`src/rtl/ocupacao_pkg.sv`:
```
// ---------------------------------------------------------------------------
// ocupacao_pkg
// Shared types and constants for the occupancy controller.
//   estado_t          : FSM state encoding (LIVRE, CONFIRMA, OCUPADO, ESPERA)
//   *_CYC_DEF         : default debounce / confirm / hold cycle counts
//   cnt_width()       : bits needed to hold values 0..n-1 (never less than 1)
//   max2()            : larger of two ints, for sizing the shared timer
// ---------------------------------------------------------------------------
package ocupacao_pkg;

  typedef enum logic [1:0] {
    LIVRE    = 2'b00,
    CONFIRMA = 2'b01,
    OCUPADO  = 2'b10,
    ESPERA   = 2'b11
  } estado_t;

  localparam int DEB_CYC_DEF  = 50000;
  localparam int CONF_CYC_DEF = 25000000;
  localparam int HOLD_CYC_DEF = 250000000;

  localparam int CONTAGEM_W = 16;

  function automatic int cnt_width(input int n);
    return (n <= 2) ? 1 : $clog2(n);
  endfunction

  function automatic int max2(input int a, input int b);
    return (a > b) ? a : b;
  endfunction

endpackage

```
`src/rtl/debounce_sinal.sv`:
```
// ---------------------------------------------------------------------------
// debounce_sinal
// Two-flop synchronizer followed by a persistence filter: the output only
// follows the synchronized input after it has differed from the output for
// DEB_CYC consecutive cycles.
//   clk  : clock, rising edge
//   rst  : synchronous active-high reset
//   din  : asynchronous raw input
//   dout : synchronized, debounced output
// ---------------------------------------------------------------------------
module debounce_sinal
  import ocupacao_pkg::*;
#(
  parameter int DEB_CYC = DEB_CYC_DEF
) (
  input  logic clk,
  input  logic rst,
  input  logic din,
  output logic dout
);

  localparam int            CW       = cnt_width(DEB_CYC);
  localparam logic [CW-1:0] CNT_LAST = CW'(DEB_CYC - 1);

  logic          r_s1;
  logic          r_s2;
  logic          r_db;
  logic [CW-1:0] r_cnt;

  always_ff @(posedge clk) begin
    if (rst) begin
      r_s1  <= 1'b0;
      r_s2  <= 1'b0;
      r_db  <= 1'b0;
      r_cnt <= '0;
    end else begin
      r_s1 <= din;
      r_s2 <= r_s1;
      if (r_s2 == r_db) begin
        // Any agreement restarts the persistence window.
        r_cnt <= '0;
      end else if (r_cnt == CNT_LAST) begin
        r_db  <= r_s2;
        r_cnt <= '0;
      end else begin
        r_cnt <= r_cnt + 1'b1;
      end
    end
  end

  assign dout = r_db;

endmodule

```
`src/rtl/ocupacao_ctrl.sv`:
```
// ---------------------------------------------------------------------------
// ocupacao_ctrl
// Occupancy controller: debounces a presence sensor, confirms entry after
// CONF_CYC cycles of presence, releases after HOLD_CYC cycles of absence,
// and counts confirmed occupations.
//   clk            : clock, rising edge
//   rst            : synchronous active-high reset
//   sensor         : raw asynchronous presence sensor (1 = presence)
//   forca_livre    : level-sensitive manual release (1 = force free)
//   ocupado        : 1 in OCUPADO/ESPERA
//   aguardando     : 1 in CONFIRMA/ESPERA
//   evento_entrada : one-cycle pulse on CONFIRMA -> OCUPADO
//   evento_saida   : one-cycle pulse on OCUPADO/ESPERA -> LIVRE
//   contagem       : saturating count of confirmed occupations
// ---------------------------------------------------------------------------
module ocupacao_ctrl
  import ocupacao_pkg::*;
#(
  parameter int DEB_CYC  = DEB_CYC_DEF,
  parameter int CONF_CYC = CONF_CYC_DEF,
  parameter int HOLD_CYC = HOLD_CYC_DEF
) (
  input  logic                  clk,
  input  logic                  rst,
  input  logic                  sensor,
  input  logic                  forca_livre,
  output logic                  ocupado,
  output logic                  aguardando,
  output logic                  evento_entrada,
  output logic                  evento_saida,
  output logic [CONTAGEM_W-1:0] contagem
);

  localparam int            TW        = cnt_width(max2(CONF_CYC, HOLD_CYC));
  localparam logic [TW-1:0] TMR_MAX   = TW'(max2(CONF_CYC, HOLD_CYC) - 1);
  localparam logic [TW-1:0] CONF_LAST = TW'(CONF_CYC - 1);
  localparam logic [TW-1:0] HOLD_LAST = TW'(HOLD_CYC - 1);

  logic                  w_sensor_db;
  estado_t               r_estado;
  estado_t               w_estado_next;
  logic [TW-1:0]         r_timer;
  logic [CONTAGEM_W-1:0] r_contagem;
  logic                  r_ev_ent;
  logic                  r_ev_sai;
  logic                  w_ev_ent_next;
  logic                  w_ev_sai_next;

  debounce_sinal #(
    .DEB_CYC (DEB_CYC)
  ) u_debounce (
    .clk  (clk),
    .rst  (rst),
    .din  (sensor),
    .dout (w_sensor_db)
  );

  // State register, shared timer, event registers and occupation counter.
  always_ff @(posedge clk) begin
    if (rst) begin
      r_estado   <= LIVRE;
      r_timer    <= '0;
      r_contagem <= '0;
      r_ev_ent   <= 1'b0;
      r_ev_sai   <= 1'b0;
    end else begin
      r_estado <= w_estado_next;
      // Timer restarts on each state change; it saturates so long stays in
      // LIVRE/OCUPADO cannot wrap it back into a matching value.
      if (w_estado_next != r_estado) begin
        r_timer <= '0;
      end else if (r_timer != TMR_MAX) begin
        r_timer <= r_timer + 1'b1;
      end
      r_ev_ent <= w_ev_ent_next;
      r_ev_sai <= w_ev_sai_next;
      if (w_ev_ent_next && (r_contagem != {CONTAGEM_W{1'b1}})) begin
        r_contagem <= r_contagem + 1'b1;
      end
    end
  end

  // Next-state logic; manual release overrides every other transition.
  always_comb begin
    w_estado_next = r_estado;
    w_ev_ent_next = 1'b0;
    w_ev_sai_next = 1'b0;
    if (forca_livre) begin
      w_estado_next = LIVRE;
      w_ev_sai_next = (r_estado == OCUPADO) || (r_estado == ESPERA);
    end else begin
      case (r_estado)
        LIVRE: begin
          if (w_sensor_db) w_estado_next = CONFIRMA;
        end
        CONFIRMA: begin
          if (!w_sensor_db) begin
            w_estado_next = LIVRE;
          end else if (r_timer == CONF_LAST) begin
            w_estado_next = OCUPADO;
            w_ev_ent_next = 1'b1;
          end
        end
        OCUPADO: begin
          if (!w_sensor_db) w_estado_next = ESPERA;
        end
        ESPERA: begin
          if (w_sensor_db) begin
            w_estado_next = OCUPADO;
          end else if (r_timer == HOLD_LAST) begin
            w_estado_next = LIVRE;
            w_ev_sai_next = 1'b1;
          end
        end
        default: w_estado_next = LIVRE;
      endcase
    end
  end

  // Outputs decoded purely from registers.
  always_comb begin
    ocupado        = (r_estado == OCUPADO) || (r_estado == ESPERA);
    aguardando     = (r_estado == CONFIRMA) || (r_estado == ESPERA);
    evento_entrada = r_ev_ent;
    evento_saida   = r_ev_sai;
    contagem       = r_contagem;
  end

endmodule

```
`config.mk`:
```
export PLATFORM = sky130hd
export DESIGN_NAME = ocupacao_ctrl
export DESIGN_NICKNAME = d
export VERILOG_FILES = /design/src/rtl/ocupacao_pkg.sv /design/src/rtl/debounce_sinal.sv /design/src/rtl/ocupacao_ctrl.sv
export SDC_FILE = /design/constraint.sdc
export NUM_CORES = 1
export LEC_CHECK = 0
export BUFFER_PORTS_ARGS = -buffer_cell sky130_fd_sc_hd__buf_2
export CAP_MARGIN = 20
export CORE_MARGIN = 2
export CORE_UTILIZATION = 35
export CTS_CLUSTER_SIZE = 14
export DETAILED_ROUTE_END_ITERATION = 12
export PLACE_DENSITY = 0.56
export SLEW_MARGIN = 15
export SYNTH_ARGS = -nofsm -noshare
export SYNTH_HDL_FRONTEND = slang
export SYNTH_SLANG_ARGS = --single-unit
```
`constraint.sdc`:
```
create_clock -name clk -period 2.66 [get_ports clk]
set_clock_uncertainty 0.15 [all_clocks]
set_input_delay 0.266 -clock clk [delete_from_list [all_inputs] [get_ports clk]]
set_output_delay 0.266 -clock clk [all_outputs]
set_load 0.01 [all_outputs]
```
==> impl_metrics.ini <==
[layout]
nFillCells = 883
nNetsFinal = 423
regArea_um2 = 1343
final_util = 0.4384
drive_gt1_frac = 0.1924
multi_input_area_um2 = 1700
syn_to_final_growth_pct = 22.18
diodes = 0

[setup_path]
r2r_cells = 6
crit_type = reg2reg
rr_startpoint = r_timer[7]
rrSetupSlack_ns = -0.05
required_ns = 2.79
crit_start = r_timer[7]
path_max_fanout = 7
endpoint_kind = register
cp-start-kind = register
critical_path_arrival_ns = 2.84

[pwr]
seqPwrFrac = 0.508
leakage_nw = 1.316
peakVddDrop_uv = 276.3
p_sw_w = 0.0004354
p_int_w = 0.001558
powerDensity_nw_per_um2 = 523.9
power_frac_comb = 0.024
total_power_w = 0.001993
clkPwrFrac = 0.469
switching_share = 0.2184

[synth]
synth-simple-area-share = 0.3170
synthXorXnorAreaFrac = 0.1237
async_flop_share = 0
syn_area_um2 = 3114
synth-adder-area-share = 0.01205
syn_nets = 373
synth_compound_area_frac = 0.07312
synth_top_family_by_area = simple AND/OR/NAND/NOR gates
syn_avg_cell_area_um2 = 8.509
synth-edff-count = 0
yosysUniqueCellTypes = 40
ys_ff_latch = 67
ys.flop_type = dfxtp_1
yosys_warnings = 0
ys_seq_area_frac = 0.4307
synth.area.mux_share = 0.009642
netlist_instances = 366

[floorplan]
start_util = 0.3589
die_w_um = 98.33
dieArea_um2 = 9669
row_count = 34
core_area_um2 = 8678
num_io_pins = 24
die_h_um = 98.33

[clock_tree]
cts_max_path_buffers = 2
cts_sinks = 67
clockRootBuffer = clkbuf_8
clk_latency_ns = 0.34
path_clk_slew_ns = 0.08
cts.htree.levels = 3
cts_buffers = 9
cts_tree = yes

[status]
violations = setup timing
outcome = finished with violations

[timing]
finalSetupTns_ns = -0.1057
post-route-period-util = 1.020
max_freq_mhz = 368.5
finalHoldViolCount = 0
setup-violations-final = 3
rsz0062_at_grt = yes
drv_slew = 0
setup_ws_ns = -0.05391
post-route-min-period_ns = 2.714
slew_headroom = 0.6846
worst_pin_slew_ns = 0.4732
holdWs_ns = 0.1353

[drt]
drtPass1Iterations = 4
wirelength_um = 6780
via_per_inst = 5.113
drc = 0
drt-wirelength-per-cell_um = 12.82
via_count = 2705
ant_nets = 0
drtIter0Drc = 162

[place]
gp_congestion = 0.7808
place.port_buffers = 23
post-dp-hpwl_um = 4605

[global_routing]
grt_first_pass_wirelength_um = 11480
grt_max_degree = 29
grt-ovfl-total = 0
grt_pass1_vias = 2462
grt_usage = 0.1441
grt_antenna_before_repair = 0

[worst_hold_path]
hold_path_startpoint = forca_livre
worstHoldPathCells = 3
hp-class = in2reg

[job]
cap_viol_max_count = 0
==> Yosys cell counts, types with 2 or more instances <==
library cell  number  share of area
dfxtp_1           67           0.43
nor2_1            59          0.071
xnor2_1           35          0.098
nand3_1           21          0.034
a21oi_1           20          0.032
nand2_1           18          0.022
nand4_1           13          0.026
clkbuf_1          11          0.013
inv_1             11          0.013
or3_1             11          0.022
nor3_1            10          0.016
nor4_1            10          0.020
o21ai_0            9          0.014
xor2_1             9          0.025
and4_1             8          0.022
and3_1             6          0.012
nor2b_1            5          0.010
o31ai_1            5          0.012
or4_1              5          0.012
buf_2              3         0.0048
ha_1               3          0.012
mux2i_1            3         0.0096
nor3b_1            3         0.0072
and2_1             2         0.0040
nand3b_1           2         0.0048
nor4bb_1           2         0.0064
or4b_2             2         0.0064
==> kinds of logic (layout without fill, tap and decap cells) <==
group / Yosys count / in the layout
and+or+nand+nor: 184 / 184
DFF: 67 / 67
xor gates and xnor gates: 44 / 44
AOI/OAI and AO/OA: 39 / 39
buffers and inverters: 26 / 81
adders and majority gates: 3 / 3
muxes: 3 / 3
==> final cells by class <==
class                   instances  share of cell area
multi-input cells             273              0.4469
flip-flops and latches         67              0.3528
repair buffers                 54             0.09668
well taps                     108             0.03551
clock buffers                  10             0.03354
clock inverters                 6             0.02368
inverters                      11             0.01085
==> timing repair <==
item                                   CTS  global route
hold buffers                             1             0
gates cloned                             0             1
gates resized for setup                  3             9
pin swaps                                8             8
buffers inserted                         4             0
setup endpoints to repair               11            15
endpoints found under the hold margin    1             0
==> final timing paths <==
path                endpoint
min              r_estado[1]
max              contagem[3]
max reg2reg      contagem[3]
min reg2reg  u_debounce.r_s2
==> registers in the layout (all words and copies together), names as in the netlist <==
register / cells
contagem: 16
evento_entrada: 1
evento_saida: 1
r_estado: 2
r_timer: 28
u_debounce.dout: 1
u_debounce.r_cnt: 16
u_debounce.r_s1: 1
u_debounce.r_s2: 1
==> metal layers <==
layer,track usage,up-vias,wire [um]
met5,0,-,0
met4,0.04742,0,87
met3,0.04009,9,221
met2,0.2125,33,2941
met1,0.2036,1276,3530
li1,-,1387,-
==> power by group through the flow <==
stage / logic, W / clock network (W) / registers [W]
final: 0.0000475 / 0.000934 / 0.00101
after global placement: 0.0000457 / 0 / 0.00103
after detailed placement: 0.0000466 / 0 / 0.00103
after global routing: 0.0000547 / 0.00101 / 0.00101
after CTS: 0.0000478 / 0.000969 / 0.00101
after floorplan: 0.0000246 / 0 / 0.00104
==> placed cells by master (no fill, tap or decap), types with 2 or more instances in the layout <==
cell        n
a21oi_1    17
nor3_1     10
nor3b_1     3
nor2_1     59
xnor2_1    35
o21ai_0     8
clkinv_4    2
nor4bb_1    2
or4b_2      2
o31ai_2     2
nand2_1    18
and3_1      6
dfxtp_1    66
buf_4      26
inv_1      11
bufinv_16   2
or4_1       3
or3_1      11
nor4_1     10
nor2b_1     5
o31ai_1     3
mux2i_1     3
and4_1      8
buf_6       2
buf_2      24
and2_1      2
clkbuf_8    9
a21oi_2     3
nand3_1    21
nand4_1    13
nand3b_1    2
xor2_1      9
ha_1        3
or4_4       3
==> stage by stage <==
stage | setup slack [ns] | cells | instance area (um^2)
2_1_floorplan | 0.01772 | 366 | 3114
3_3_place_gp | -0.06418 | 507 | 3501
3_5_place_dp | -0.1044 | 507 | 3501
4_1_cts | -0.04278 | 528 | 3770
5_1_grt | -0.1258 | 529 | 3805
6_report | -0.05391 | 529 | 3805
==> critical path: stages (launching register included) <==
cell and delay (ns):
dfxtp_2 0.33, or4b_4 0.53, or4_4 0.50, a2111o_1 0.42, buf_6 0.18, or3_1 0.37, a21oi_2 0.16
No activity file was read; power rests on OpenSTA's default activity.
